<file path="src/rtl/npu_load_sequencer_pkg.sv">
// npu_pkg: shared types and default sizes for the NPU host load sequencer.
//   region_e : destination model-memory region (IMG..D2), 3-bit code on wr_region_o
//   state_e  : sequencer FSM state; the L_* states are laid out in region order
//              so a region maps to its load state by a constant offset
//   *_DEF    : default per-region word counts and region address width
package npu_pkg;

  localparam int unsigned IMG_WORDS_DEF = 224;
  localparam int unsigned C12_WORDS_DEF = 320;
  localparam int unsigned C34_WORDS_DEF = 9248;
  localparam int unsigned C5_WORDS_DEF  = 9247;
  localparam int unsigned D1_WORDS_DEF  = 4104;
  localparam int unsigned D2_WORDS_DEF  = 99;
  localparam int unsigned AW_DEF        = 14;
  localparam int          NUM_REGIONS   = 6;

  typedef enum logic [2:0] {
    R_IMG = 3'd0,
    R_C12 = 3'd1,
    R_C34 = 3'd2,
    R_C5  = 3'd3,
    R_D1  = 3'd4,
    R_D2  = 3'd5
  } region_e;

  typedef enum logic [3:0] {
    S_IDLE   = 4'd0,
    S_L_IMG  = 4'd1,
    S_L_C12  = 4'd2,
    S_L_C34  = 4'd3,
    S_L_C5   = 4'd4,
    S_L_D1   = 4'd5,
    S_L_D2   = 4'd6,
    S_LOADED = 4'd7,
    S_RUN    = 4'd8
  } state_e;

  // Conv parameter regions carry one byte per host word.
  function automatic logic is_byte_region(input region_e r);
    return (r == R_C12) || (r == R_C34) || (r == R_C5);
  endfunction

  function automatic state_e load_state(input region_e r);
    return state_e'(4'(r) + 4'(S_L_IMG));
  endfunction

endpackage

</file>
<file path="src/rtl/npu_load_sequencer_seg_counter.sv">
// seg_counter: word index within the current load region.
//   clk_i, reset_i : clock, synchronous active-high reset
//   clr_i          : force the count back to 0 (aborted load)
//   en_i           : one accepted word this cycle
//   limit_i        : terminal count (region size - 1)
//   cnt_o          : index of the word being accepted this cycle
//   wrap_o         : this accepted word is the last of the region; count returns to 0
module seg_counter #(
  parameter int unsigned AW = 14
) (
  input  logic          clk_i,
  input  logic          reset_i,
  input  logic          clr_i,
  input  logic          en_i,
  input  logic [AW-1:0] limit_i,
  output logic [AW-1:0] cnt_o,
  output logic          wrap_o
);

  logic [AW-1:0] cnt_q, cnt_d;

  assign wrap_o = en_i && (cnt_q == limit_i);
  assign cnt_o  = cnt_q;

  always_comb begin
    cnt_d = cnt_q;
    if (clr_i)     cnt_d = '0;
    else if (en_i) cnt_d = wrap_o ? '0 : cnt_q + AW'(1);
  end

  always_ff @(posedge clk_i) begin
    if (reset_i) cnt_q <= '0;
    else         cnt_q <= cnt_d;
  end

endmodule

</file>
<file path="src/rtl/npu_load_sequencer.sv">
// npu_load_sequencer: host-side front end of mem_top. Steers the host write
// stream into the six model-memory regions in fixed order, then arms a
// one-cycle inference start pulse.
//   clk_i, reset_i  : clock, synchronous active-high reset
//   write_i         : host word valid
//   writedata_i     : host word
//   control_reg_i   : [0] load mode, [1] start request (edge-qualified), rest ignored
//   wr_en_o         : registered write strobe to mem_top (1 cycle after write_i)
//   wr_region_o     : region code of the strobed word (region_e)
//   wr_addr_o       : word index within that region
//   wr_data_o       : registered copy of writedata_i
//   wr_byte_o       : region holds byte entries (only [7:0] meaningful)
//   load_done_o     : high while the load is complete and awaiting start
//   start_o         : one-cycle inference start pulse
//   seq_err_o       : sticky protocol error, cleared by reset or a new load
// Optional feature, macro NPU_LOAD_CHECKSUM_EN:
//   load_sum_o      : mod-2^32 sum of accepted words of the current load
module npu_load_sequencer
  import npu_pkg::*;
#(
  parameter int unsigned IMG_WORDS = IMG_WORDS_DEF,
  parameter int unsigned C12_WORDS = C12_WORDS_DEF,
  parameter int unsigned C34_WORDS = C34_WORDS_DEF,
  parameter int unsigned C5_WORDS  = C5_WORDS_DEF,
  parameter int unsigned D1_WORDS  = D1_WORDS_DEF,
  parameter int unsigned D2_WORDS  = D2_WORDS_DEF,
  parameter int unsigned AW        = AW_DEF
) (
  input  logic          clk_i,
  input  logic          reset_i,
  input  logic          write_i,
  input  logic [31:0]   writedata_i,
  input  logic [31:0]   control_reg_i,
  output logic          wr_en_o,
  output logic [2:0]    wr_region_o,
  output logic [AW-1:0] wr_addr_o,
  output logic [31:0]   wr_data_o,
  output logic          wr_byte_o,
  output logic          load_done_o,
  output logic          start_o,
  output logic          seq_err_o
`ifdef NPU_LOAD_CHECKSUM_EN
  ,
  output logic [31:0]   load_sum_o
`endif
);

  function automatic int unsigned seg_words(input region_e r);
    case (r)
      R_IMG:   return IMG_WORDS;
      R_C12:   return C12_WORDS;
      R_C34:   return C34_WORDS;
      R_C5:    return C5_WORDS;
      R_D1:    return D1_WORDS;
      R_D2:    return D2_WORDS;
      default: return 0;
    endcase
  endfunction

  // First load state at or after region 'from' with a nonzero size; empty
  // regions are skipped within the same transition. Past D2 means LOADED.
  function automatic state_e first_live(input int from);
    state_e s;
    s = S_LOADED;
    for (int i = NUM_REGIONS - 1; i >= 0; i--)
      if (i >= from && seg_words(region_e'(i[2:0])) != 0)
        s = load_state(region_e'(i[2:0]));
    return s;
  endfunction

  state_e        state_q, state_d;
  region_e       cur_reg, region_q;
  logic          in_load, accept, abort, fresh, start_req, err_set;
  logic          bit1_q, wrap;
  logic [AW-1:0] cnt, limit;
  logic          wr_en_q, byte_q, load_done_q, start_q, seq_err_q;
  logic [AW-1:0] addr_q;
  logic [31:0]   data_q;
  logic          unused_ctrl;

  assign unused_ctrl = ^control_reg_i[31:2];

  assign in_load = state_q inside {S_L_IMG, S_L_C12, S_L_C34, S_L_C5, S_L_D1, S_L_D2};
  assign cur_reg = region_e'(3'(state_q - S_L_IMG));
  assign limit   = AW'(seg_words(cur_reg) - 1);

  assign accept    = in_load && write_i && control_reg_i[0];
  assign abort     = in_load && !control_reg_i[0];
  // Load mode from any resting state starts over at IMG.
  assign fresh     = !in_load && control_reg_i[0];
  // Start is taken on the rising edge of bit1 only, so a held bit1 cannot
  // re-fire once the FSM returns to LOADED.
  assign start_req = control_reg_i[1] && !bit1_q;

  // A start request is an error unless it is honoured (LOADED, and not
  // overridden by a simultaneous load request).
  assign err_set = abort
                || (state_q == S_LOADED && write_i)
                || (start_req && (state_q != S_LOADED || control_reg_i[0]));

  seg_counter #(.AW(AW)) u_cnt (
    .clk_i   (clk_i),
    .reset_i (reset_i),
    .clr_i   (abort),
    .en_i    (accept),
    .limit_i (limit),
    .cnt_o   (cnt),
    .wrap_o  (wrap)
  );

  always_comb begin
    state_d = state_q;
    if (in_load) begin
      if (abort)     state_d = S_IDLE;
      else if (wrap) state_d = first_live(int'(cur_reg) + 1);
    end else if (fresh) begin
      state_d = first_live(0);
    end else if (state_q == S_LOADED && start_req) begin
      state_d = S_RUN;
    end
  end

  always_ff @(posedge clk_i) begin
    if (reset_i) begin
      state_q     <= S_IDLE;
      bit1_q      <= 1'b0;
      wr_en_q     <= 1'b0;
      region_q    <= R_IMG;
      addr_q      <= '0;
      data_q      <= '0;
      byte_q      <= 1'b0;
      load_done_q <= 1'b0;
      start_q     <= 1'b0;
      seq_err_q   <= 1'b0;
    end else begin
      state_q     <= state_d;
      bit1_q      <= control_reg_i[1];
      wr_en_q     <= accept;
      if (accept) begin
        region_q <= cur_reg;
        addr_q   <= cnt;
        data_q   <= writedata_i;
        byte_q   <= is_byte_region(cur_reg);
      end
      // Registered against the next state so load_done rises with the
      // strobe of the final D2 word.
      load_done_q <= (state_d == S_LOADED);
      start_q     <= (state_q == S_LOADED) && start_req && !control_reg_i[0];
      // Error set wins over the clear of a new load.
      seq_err_q   <= (fresh ? 1'b0 : seq_err_q) | err_set;
    end
  end

  assign wr_en_o     = wr_en_q;
  assign wr_region_o = region_q;
  assign wr_addr_o   = addr_q;
  assign wr_data_o   = data_q;
  assign wr_byte_o   = byte_q;
  assign load_done_o = load_done_q;
  assign start_o     = start_q;
  assign seq_err_o   = seq_err_q;

`ifdef NPU_LOAD_CHECKSUM_EN
  logic [31:0] sum_q;

  always_ff @(posedge clk_i) begin
    if (reset_i)     sum_q <= '0;
    else if (fresh)  sum_q <= '0;
    else if (accept) sum_q <= sum_q + writedata_i;
  end

  assign load_sum_o = sum_q;
`endif

endmodule

</file>
<file path="config.mk">
export PLATFORM = sky130hd
export DESIGN_NAME = npu_load_sequencer
export DESIGN_NICKNAME = d
export VERILOG_FILES = /design/src/rtl/npu_load_sequencer_pkg.sv /design/src/rtl/npu_load_sequencer_seg_counter.sv /design/src/rtl/npu_load_sequencer.sv
export SDC_FILE = /design/constraint.sdc
export NUM_CORES = 1
export LEC_CHECK = 0
export BUFFER_PORTS_ARGS = -buffer_cell sky130_fd_sc_hd__buf_2
export CAP_MARGIN = 20
export CORE_MARGIN = 2
export CORE_UTILIZATION = 40
export DETAILED_ROUTE_END_ITERATION = 8
export PLACE_DENSITY = 0.66
export SYNTH_ARGS = -nofsm -noshare
export SYNTH_HDL_FRONTEND = slang
export SYNTH_SLANG_ARGS = --single-unit
</file>
<file path="constraint.sdc">
create_clock -name clk_i -period 7.53 [get_ports clk_i]
set_clock_uncertainty 0.05 [all_clocks]
set_input_delay 0.753 -clock clk_i [delete_from_list [all_inputs] [get_ports clk_i]]
set_output_delay 0.753 -clock clk_i [all_outputs]
set_load 0.01 [all_outputs]
</file>
# After elaboration in Yosys (flattened, before gate mapping)
# Index checks and enable logic that the tools add are counted.
# classes
n_addsub	4
bitwise_logic	1
magnitude_cmp	6
eq_ne	15
reduce_logical	33
n_mux	32
# ops
op	n
$mux 32	18
$reduce_bool 32->1	6
$pmux 14 s6	1
$mux 4	10
$eq 4x3->1 const B	5
$logic_and 1x1->1	16
$add 14x1->14 const B	1
$eq 14x14->1	1
$mux 14	1
$sub 14x1->14 const B	1
$eq 4x2->1 const B	2
$ge 1x4->1 const A	2
$ge 2x4->1 const A	2
$ge 3x4->1 const A	2
$eq 3x2->1 const B	2
$eq 3x3->1 const B	2
$reduce_bool 6->1	1
$logic_or 1x1->1	5
$add 3x1->4 const B	1
$eq 4x1->1 const B	1
$ne 4x3->1 const B	1
$eq 3x1->1 const B	1
$logic_not 1->1	3
$logic_not 3->1	1
4 further kinds	5
# totals
elab_cells	102
input_bits	67
ff_bits	73

# Depth between registers and ports, before layout
# Gate-level depths: netlist (run 1).
# logic_depth
depth_word	21
depth_mapped	14
ltp_nobuf	11

# Modules after synthesis
# Synthesis (run 1) repeated with hierarchy kept, for this count alone.
# unflattened
hier_cells	410
hier_area_um2	3434.5
# by_module_without_submodules
mod	n_inst	area_per_inst_um2	cells_each
npu_load_sequencer	1	2578.7	315
seg_counter	1	855.8	95

# Worst setup path before layout (run 1)
# Ideal clock, no wire load.
# synth_timing
path_kind	register -> register
startpoint	reg state_q[0]
endpoint	reg load_done_q, in the netlist load_done_o
synth_period_minus_slack_ns	2.899
setup_ns	0.061
stages_incl_launch_ff	13
path_buffers	2
slack_ns	4.631
arrival_ns	2.788
cell_sequence	dfxtp_1 buf_4 inv_1 ha_1 ha_1 buf_4 mux2i_1 xor2_1 a2111o_1 nor4b_4 nand4_1 a31oi_1 and4b_1
# synth_via
elab_chain_len	14
elab_cells_between_ends	50
classes_between	add/sub (3); order compare (6); eq/ne (14); mux (12); reduce/logical (15)
# synth_rtl
element	line	rtl
from (decl)	npu_load_sequencer.sv:71	state_e state_q, state_d;
from (signal assigned)	npu_load_sequencer.sv:136	state_q <= state_d;
$sub 3x1->3 *	npu_load_sequencer.sv:84	assign cur_reg = region_e'(3'(state_q - S_L_IMG));
named net cur_reg[0]	npu_load_sequencer.sv:72	region_e cur_reg, region_q;
$add 3x1->4	npu_load_sequencer.sv:115	else if (wrap) state_d = first_live(int'(cur_reg) + 1);
$ge 3x4->1	npu_load_sequencer.sv:66	if (i >= from && seg_words(region_e'(i[2:0])) != 0)
$logic_and 1x1->1	npu_load_sequencer.sv:66	
$mux 1	npu_load_sequencer.sv:66	
$mux 4 (5 in a row)	npu_load_sequencer.sv:66	
$mux 4 *	npu_load_sequencer.sv:115	
$mux 4 *	npu_load_sequencer.sv:114	if (abort) state_d = S_IDLE;
$mux 4 *	npu_load_sequencer.sv:113	if (in_load) begin
$eq 4x3->1 *	npu_load_sequencer.sv:147	load_done_q <= (state_d == S_LOADED);
to (signal assigned)	npu_load_sequencer.sv:147	
to (decl)	npu_load_sequencer.sv:76	logic wr_en_q, byte_q, load_done_q, start_q, seq_err_q;
# Mark *: on every way through the listed nets, which the timed path passes. The rest lies on a longest branch.
# A chain may end at the register's enable or synchronous reset.

# Final worst setup path (run 1)
# layout_timing
startpoint	reg state_q[0]
endpoint	reg u_cnt.cnt_q[11], in the netlist u_cnt.cnt_o[11]
# layout_via
elab_chain_len	7
elab_cells_between_ends	23
classes_between	add/sub (2); eq/ne (12); mux (2); reduce/logical (7)
# layout_rtl
element	line	rtl
$sub 3x1->3 *	npu_load_sequencer.sv:84	
named net cur_reg[0]	npu_load_sequencer.sv:72	
$eq 3x3->1, or another cell as far along	npu_load_sequencer.sv:49	case (r)
$pmux 14 s6 *	npu_load_sequencer.sv:49	
$sub 14x1->14 *	npu_load_sequencer.sv:85	assign limit = AW'(seg_words(cur_reg) - 1);
$eq 14x14->1 *	npu_load_sequencer_seg_counter.sv:22	assign wrap_o = en_i && (cnt_q == limit_i);
$logic_and 1x1->1 *	npu_load_sequencer_seg_counter.sv:22	
$mux 14 *	npu_load_sequencer_seg_counter.sv:28	else if (en_i) cnt_d = wrap_o ? '0 : cnt_q + AW'(1);
to (signal assigned)	npu_load_sequencer_seg_counter.sv:33	else cnt_q <= cnt_d;
to (decl)	npu_load_sequencer_seg_counter.sv:20	logic [AW-1:0] cnt_q, cnt_d;
# Marks and branches as above.

==> results.txt, run 1 <==
- CP Capture Type: flop
- Setup violations remaining at the end of the flow were counted as 0.
- Async S/R FF share, synth: 0
- The later pin in the worst-skew pair is clocked with a latency of 0.34 ns.
- GRT Util Overall: 0.183
- After clock tree synthesis, the setup repair step added 0 buffers.
- After detailed routing, the average wire length per cell comes to around 14 um.
- Length of the first detailed-routing pass in iterations: 4
* Type of the setup path with the least slack: flop to flop
- Synthesis inferred 73 register bits.
- For this run, design rule violations remaining after detail routing come to 0.
- Final global-route overflow total: 0
- Counting every net in the synthesized netlist gives approximately 530.
- Dividing total power by cell area gives a power density of 191 nW/um^2.
* Run status: finished clean
- End-of-flow core utilization: 0.483
* Routability-driven placement congestion ratio: ~0.92
- Crit-path max FO: 24
- Buffer type at the clock tree root: sky130_fd_sc_hd__clkbuf_8
- The routed design has approximately 8.6 mm of wire.
- Overall via count from detail_route: roughly 3.4k
* Highest-count cells in the layout ignoring fill and taps: 110 x sky130_fd_sc_hd__nand2_1, 90 x sky130_fd_sc_hd__buf_2, 73 x sky130_fd_sc_hd__dfxtp_1
* CTS H-tree depth: 3
* Antenna violations before repair: 0
- In the final layout, the multi-input gates occupy approximately 1900 um^2.
- Max Buffers Root-to-Sink: 2
* Most common library cell in the layout ignoring fill and taps: sky130_fd_sc_hd__nand2_1
* Worst relative slew slack: 0.301
- Starting density of the core: 0.409
- After routing, the total negative slack on setup checks comes to 0 ns.
- The tool flagged a number of max-cap violations equal to 0.
* Number of cells produced by synthesis: approximately 460
- Worst-case vdd ir drop: approximately 0.00013 V
* Clock sink count: 73
* Number of nets still failing antenna checks after routing: 0
- Post-CTS repair changed the size of 0 cells.
* Lkg Pwr: 0.00168 uW
* Number of synthesized flops with an enable pin: 0
- After the first detailed-routing iteration, the DRC count stood at around 210.
- Counting the buffers created by CTS gives 9.
* Post-synthesis instance area: about 3500 um^2
- For this run, the number of Yosys warnings is 0.
- Data on the critical path is required at its endpoint by approximately 7.7 ns.
- Across the whole layout, storage elements account for between 1000 and 1500 um^2.
- Die X-Extent: slightly below 100 um
- Vias in the first global route: approximately 3.1k
- Fmax: roughly 0.24 GHz
- Setup repair after global routing left no endpoint under its margin.
- Period utilization: 0.562
- For this run, the leading register cell type out of synthesis is sky130_fd_sc_hd__dfxtp_1.
* Diodes inserted: 0
- The min-delay analysis places its worst path in the category flop to flop.
- Shortest period the worst path allows: ~4.2 ns
* Number of library cell types mapped by synthesis: between 50 and 60
- Of the cells placed in the final design, the portion with a size suffix greater than 1 is 0.217.
- The wire-length estimate of the detail-placed layout is 5.93 mm.
- Measured along the y axis, the die boundary spans 97.9 um.
* Net count of the finished layout: approximately 600
- Synth-to-layout area growth: 18.2%
* Post-cts hold buffer count: 0
- During I/O placement, the number of pins put on the boundary was 121.
- Critical path data arrival time: 4.39 ns
- The worst setup path is launched from a flop.
* Avg Vias per Cell: between 5 and 6
- DIE AREA: 9590 um^2
- Number of hold-slack violations in the final timing report: 0
* FILL cells: 865
- CTS tree: done
- Pin count of the biggest net entering global routing: just under 60
- Clock slew seen by the registers of the worst setup and hold paths: 0.08 ns
- First-pass GRT wire length: about 15 mm
- Placeable Area: about 8600 um^2
- Port Buf Inserts: 90
* Number of slew-limit violations in the final report: 0
- Site row count: 34
- Post-synthesis area per instance: between 7 and 8 um^2
- Worst Tran Pin Value: 1.05 ns
* Part of the Yosys area used for sequential elements: 0.414
[sequential cells by signal, indices dropped and copies added, names as in the netlist]
| signal | cells |
|---|---|
| wr_data_o | 32 |
| u_cnt.cnt_o | 14 |
| wr_addr_o | 14 |
| state_q | 4 |
| wr_region_o | 3 |
| bit1_q | 1 |
| load_done_o | 1 |
| seq_err_o | 1 |
| start_o | 1 |
| wr_byte_o | 1 |
| wr_en_o | 1 |
[worst paths after layout]
| check | from | to | slack, ns | depth (start not counted) |
|---|---|---|---|---|
| max | state_q[0]$_SDFF_PP0_ | u_cnt.cnt_o[11]$_SDFFE_PP0P_ | 3.30 | 10 |
| min | wr_addr_o[13]$_SDFFE_PP0P_ | wr_addr_o[13]$_SDFFE_PP0P_ | 0.40 | 2 |
| max reg2reg | state_q[0]$_SDFF_PP0_ | u_cnt.cnt_o[11]$_SDFFE_PP0P_ | 3.30 | 10 |
| min reg2reg | wr_addr_o[13]$_SDFFE_PP0P_ | wr_addr_o[13]$_SDFFE_PP0P_ | 0.40 | 2 |
[logic make-up (layout without fill, tap and decap cells)]
| logic type | Yosys count | in the layout | synth area share |
|---|---|---|---|
| simple gates | 211 | 211 | 0.279 |
| compound gates | 102 | 102 | 0.179 |
| flops | 73 | 73 | 0.414 |
| buf+inv | 45 | 117 | 0.0532 |
| xor+xnor | 14 | 14 | 0.0348 |
| fa+ha+maj | 8 | 8 | 0.0284 |
| mux | 4 | 4 | 0.0113 |
[layer usage]
| metal | vias to the layer above | wire length (um) | track usage |
|---|---|---|---|
| met5 | - | 0 | 0 |
| met4 | 0 | 101 | 0.0513 |
| met3 | 11 | 513 | 0.0537 |
| met2 | 102 | 4150 | 0.314 |
| met1 | 1559 | 3840 | 0.224 |
| li1 | 1693 | - | - |
[power breakdown]
part | internal (uW) | total [uW] | switching (uW)
clock network | 154 | 300 | 146
registers | 393 | 399 | 5.21
logic | 38.8 | 99.0 | 60.1
total | 586 | 797 | 211
[cells in the mapped netlist (2+ instances only)]
master | instances | area, um^2
sky130_fd_sc_hd__nor4b_1 | 3 | 26.3
sky130_fd_sc_hd__clkbuf_1 | 23 | 86.3
sky130_fd_sc_hd__nand3b_1 | 3 | 22.5
sky130_fd_sc_hd__dfxtp_1 | 73 | 1460
sky130_fd_sc_hd__ha_1 | 8 | 100
sky130_fd_sc_hd__nor2b_1 | 2 | 12.5
sky130_fd_sc_hd__nor3_1 | 12 | 60.1
sky130_fd_sc_hd__o21ba_2 | 2 | 20.0
sky130_fd_sc_hd__nor3b_1 | 4 | 30.0
sky130_fd_sc_hd__nand4_1 | 4 | 25.0
sky130_fd_sc_hd__buf_2 | 6 | 30.0
sky130_fd_sc_hd__mux2i_1 | 4 | 40.0
sky130_fd_sc_hd__xnor2_1 | 8 | 70.1
sky130_fd_sc_hd__buf_1 | 4 | 15.0
sky130_fd_sc_hd__o22ai_1 | 3 | 18.8
sky130_fd_sc_hd__o21ai_0 | 7 | 35.0
sky130_fd_sc_hd__and3_1 | 2 | 12.5
sky130_fd_sc_hd__a211o_1 | 5 | 43.8
sky130_fd_sc_hd__inv_1 | 9 | 33.8
sky130_fd_sc_hd__xor2_1 | 6 | 52.6
sky130_fd_sc_hd__nor4_1 | 4 | 25.0
sky130_fd_sc_hd__o21bai_1 | 4 | 30.0
sky130_fd_sc_hd__a21oi_1 | 58 | 290
sky130_fd_sc_hd__buf_4 | 3 | 22.5
sky130_fd_sc_hd__o211ai_1 | 3 | 22.5
sky130_fd_sc_hd__nor2_1 | 40 | 150
sky130_fd_sc_hd__a211oi_1 | 4 | 30.0
sky130_fd_sc_hd__and4_1 | 2 | 17.5
sky130_fd_sc_hd__a31oi_1 | 2 | 12.5
sky130_fd_sc_hd__nand2b_1 | 6 | 37.5
sky130_fd_sc_hd__nand3_1 | 9 | 45.0
sky130_fd_sc_hd__nand2_1 | 110 | 413
[worst max-delay path: stages (launching register included)]
cell and delay [ns]:
sky130_fd_sc_hd__dfxtp_1 0.55, sky130_fd_sc_hd__inv_1 0.16, sky130_fd_sc_hd__ha_1 0.44, sky130_fd_sc_hd__ha_1 0.84, sky130_fd_sc_hd__nor4b_2 0.36, sky130_fd_sc_hd__o221ai_1 0.27
sky130_fd_sc_hd__o31a_1 0.36, sky130_fd_sc_hd__nor3_1 0.27, sky130_fd_sc_hd__nand4_1 0.25, sky130_fd_sc_hd__nand2b_1 0.44, sky130_fd_sc_hd__nor2_1 0.10
[cell type report]
type	count	share of cell area
Clock inverter	6	0.0162
Clock buffer	10	0.0306
Timing Repair Buffer	92	0.112
Tap cell	108	0.0324
Sequential cell	73	0.350
Inverter	9	0.00810
Multi-Input combinational cell	339	0.451
[stage by stage]
step / power, uW / instance area (um^2) / setup slack, ns / hold slack (ns) / cells
after CTS: 809 / 4170 / 3.32 / 0.404 / 637
after detailed placement: 506 / 3980 / 3.34 / 0.394 / 621
after global routing: 839 / 4170 / 2.93 / 0.427 / 637
after floorplan: 477 / 3530 / 4.63 / 0.416 / 457
after global placement: 503 / 3980 / 3.48 / 0.389 / 621
final: 797 / 4170 / 3.30 / 0.400 / 637
Power figures use the tool's default switching activity.
==> inputs of run 2 (changes only) <==
--- a/config.mk
+++ b/config.mk
@@ -10,7 +10,7 @@
 export CORE_MARGIN = 2
 export CORE_UTILIZATION = 40
 export DETAILED_ROUTE_END_ITERATION = 8
-export PLACE_DENSITY = 0.66
+export PLACE_DENSITY = 0.69
 export SYNTH_ARGS = -nofsm -noshare
 export SYNTH_HDL_FRONTEND = slang
 export SYNTH_SLANG_ARGS = --single-unit
==> constraint.sdc (replaced) <==
create_clock -name clk_i -period 3.8 [get_ports clk_i]
set_clock_uncertainty 0.05 [all_clocks]
set_input_delay 0.38 -clock clk_i [delete_from_list [all_inputs] [get_ports clk_i]]
set_output_delay 0.38 -clock clk_i [all_outputs]
set_load 0.01 [all_outputs]
==> run 2 against run 1 <==
Against the previous run: register-to-register slack lost 3.0 ns; total power grew 110%; clock-buffer cell count grew 2; core utilization grew 0.91 points; final area grew 1.9%.
==> results.txt, run 2 (synthesis gave the netlist of run 1 again) <==
* End-of-flow core utilization: 0.492 (+0.00913)
- The number of antenna cells inserted is 0 (unchanged).
- The final cell area excluding filler cells was 4250 um^2 (+1.9%).
- The global-route wire length before repair is 14.8 mm (+1.9%).
* Site row count: 34 (unchanged)
- Synth-to-layout area growth: 20.5%
- Setup tns final: 0 ns (unchanged)
- TritonCTS built the clock tree.
- Ratio of cells with drive above 1 in the final layout: 0.226 (+0.00835)
- Most common library cell in the layout ignoring fill and taps: sky130_fd_sc_hd__nand2_1
- The buffer count from post-CTS setup fixing is 0 (unchanged).
- Launching element of the worst setup path: state_q[0]$_SDFF_PP0_
- FILL cells: 860 (-0.58%)
- Routability-driven placement congestion ratio: 0.908 (-1.5%)
- Setup repair after global routing missed its margin: false
* Die Y-Extent: 97.9 um (unchanged)
- PD cells: 392 nW/um^2 (+110%)
- Length of the first detailed-routing pass in iterations: 4 (unchanged)
- The top fanout value on the critical path was 12 (-50%).
- The starting utilization of the core area came to 0.409 (unchanged).
* Max Buffers Root-to-Sink: 2 (unchanged)
- The initial antenna violation count came to 0 (unchanged).
- The footprint of the multi-input gates came to 1880 um^2 (unchanged).
* Number of CTS-inserted buffers: 9 (unchanged)
- Shortest period the worst path allows: 3.54 ns (-0.694 ns)
* Total instance count after detailed placement: 628 (+1.1%)
- Period utilization: 0.931 (+0.369)
- The routed length per instance is 13.3 um (-1.5%).
- The number of placed I/O pins came to 121 (unchanged).
- DIE AREA: 9590 um^2 (unchanged)
- STA classifies the critical path startpoint as a flop.
* Port Buf Inserts: 90 (unchanged)
* Run status: finished clean
- The number of H-tree branching levels came to 3 (unchanged).
- Final global-route overflow total: 0 (unchanged)
* Flip-flop count of the largest register after layout: 32 (unchanged)
- The post-cts sizing count is 0 (unchanged).
- The insertion delay of the later-clocked pin in the worst-skew pair came to 0.34 ns (about the same).
- Net count of the finished layout: 606 (+1.2%)
- Detailed-placement wirelength estimate: 6.03 mm (+1.6%)
- Type of the setup path with the least slack: flop to flop
- The pin slew with the least headroom to its limit came to 0.580 ns (-0.469 ns).
- The post-CTS clock slew at the launch and capture registers of the worst setup and hold paths is 0.08 ns (about the same).
* Violation count after the first detailed-routing iteration: 268 (+26%)
- Pin count of the biggest net entering global routing: 58 (-1.7%)
* Class of the tightest hold or removal check: input pin to flop
- The maximum VDD drop came to 0.000227 V (+68%).
- Highest-count cells in the layout ignoring fill and taps: 110 x sky130_fd_sc_hd__nand2_1, 90 x sky130_fd_sc_hd__buf_2, 73 x sky130_fd_sc_hd__dfxtp_1
- Vias in the first global route: 3228 (+3.2%)
* Worst reg2reg startpoint: state_q[0]$_SDFF_PP0_
- The floorplan die width was 97.9 um (unchanged).
- The instance area at placement came to 4030 um^2 (+1.3%).
* Critical path data arrival time: 3.70 ns (-0.69 ns)
- The final cell count without fillers came to 644 (+1.1%).
* CP Capture Type: flop
- Sum of routed wire length over all layers: 8.57 mm (-0.43%)
* Number of nets still failing antenna checks after routing: 0 (unchanged)
- The final number of max-transition violations is 0 (unchanged).
- Fmax: 0.283 GHz (+20%)
- The critical path data required time was 3.96 ns (-3.73 ns).
- Post-cts hold buffer count: 0 (unchanged)
* Lkg Pwr: 0.00173 uW (+2.9%)
* Startpoint of the tightest hold check path: control_reg_i[1]
* Clock sink count: 73 (unchanged)
- Worst relative slew slack: 0.614 (+0.312)
- The via count was 3363 (-0.059%).
- Footprint of the flip-flops and latches: 1460 um^2 (unchanged)
- GRT Util Overall: 0.184 (+0.00101)
* Residual DRC: 0 (unchanged)
- The total core area was 8640 um^2 (unchanged).
- The via density per instance came to 5.22 (-1.1%).
- Number of hold-slack violations in the final timing report: 0 (unchanged)
* Buffer type at the clock tree root: sky130_fd_sc_hd__clkbuf_8
- Max-cap violations: 0 (unchanged)
- The total setup violations reported at the end of the flow came to 0 (unchanged).
## run 2: where the power goes
part           switching (uW)  internal, uW  leakage (uW)  total, uW
clock network             286           390      0.000107        676
registers                10.6           780      0.000590        790
logic                     120          81.3       0.00104        202
## run 2: worst paths after layout
path | end | slack (ns) | depth (start not counted)
worst min register to register | wr_addr_o[6]$_SDFFE_PP0P_ | 0.40 | 2
worst max-delay path | u_cnt.cnt_o[3]$_SDFFE_PP0P_ | 0.26 | 10
worst min-delay path | bit1_q$_SDFF_PP0_ | 0.21 | 2
worst max register to register | u_cnt.cnt_o[3]$_SDFFE_PP0P_ | 0.26 | 10
## run 2: worst max-delay path, cell delays in order, from the launching register on
cell,delay [ns]
sky130_fd_sc_hd__dfxtp_1,0.58
sky130_fd_sc_hd__inv_1,0.19
sky130_fd_sc_hd__ha_1,0.26
sky130_fd_sc_hd__ha_1,0.33
sky130_fd_sc_hd__nor3_1,0.30
sky130_fd_sc_hd__o221ai_1,0.29
sky130_fd_sc_hd__o31a_1,0.36
sky130_fd_sc_hd__nor3_1,0.26
sky130_fd_sc_hd__nand4_1,0.25
sky130_fd_sc_hd__nand2b_1,0.43
sky130_fd_sc_hd__nor2_1,0.11
## run 2: metal layers
| metal | GRT usage | routed length (um) | vias to the layer above | part of all wire |
|---|---|---|---|---|
| li1 | - | - | 1707 | - |
| met1 | 0.230 | 3920 | 1549 | 0.46 |
| met2 | 0.309 | 4060 | 94 | 0.47 |
| met3 | 0.0587 | 494 | 13 | 0.058 |
| met4 | 0.0470 | 91 | 0 | 0.011 |
| met5 | 0 | 0 | - | 0 |
## run 2: stage by stage
step           hold slack (ns)  total power [uW]  setup slack [ns]
2_1_floorplan            0.416               946             0.901
3_3_place_gp             0.388              1000             0.508
3_5_place_dp             0.393              1010             0.382
4_1_cts                  0.195              1680             0.336
5_1_grt                  0.203              1740            0.0843
6_report                 0.213              1670             0.261
## run 2: area by class of cell
type                            instances  share of cell area
Tap cell                              108              0.0318
Timing Repair Buffer                   99               0.122
Inverter                                9             0.00795
Sequential cell                        73               0.344
Multi-Input combinational cell        339               0.442
Clock buffer                           12              0.0341
Clock inverter                          4              0.0180
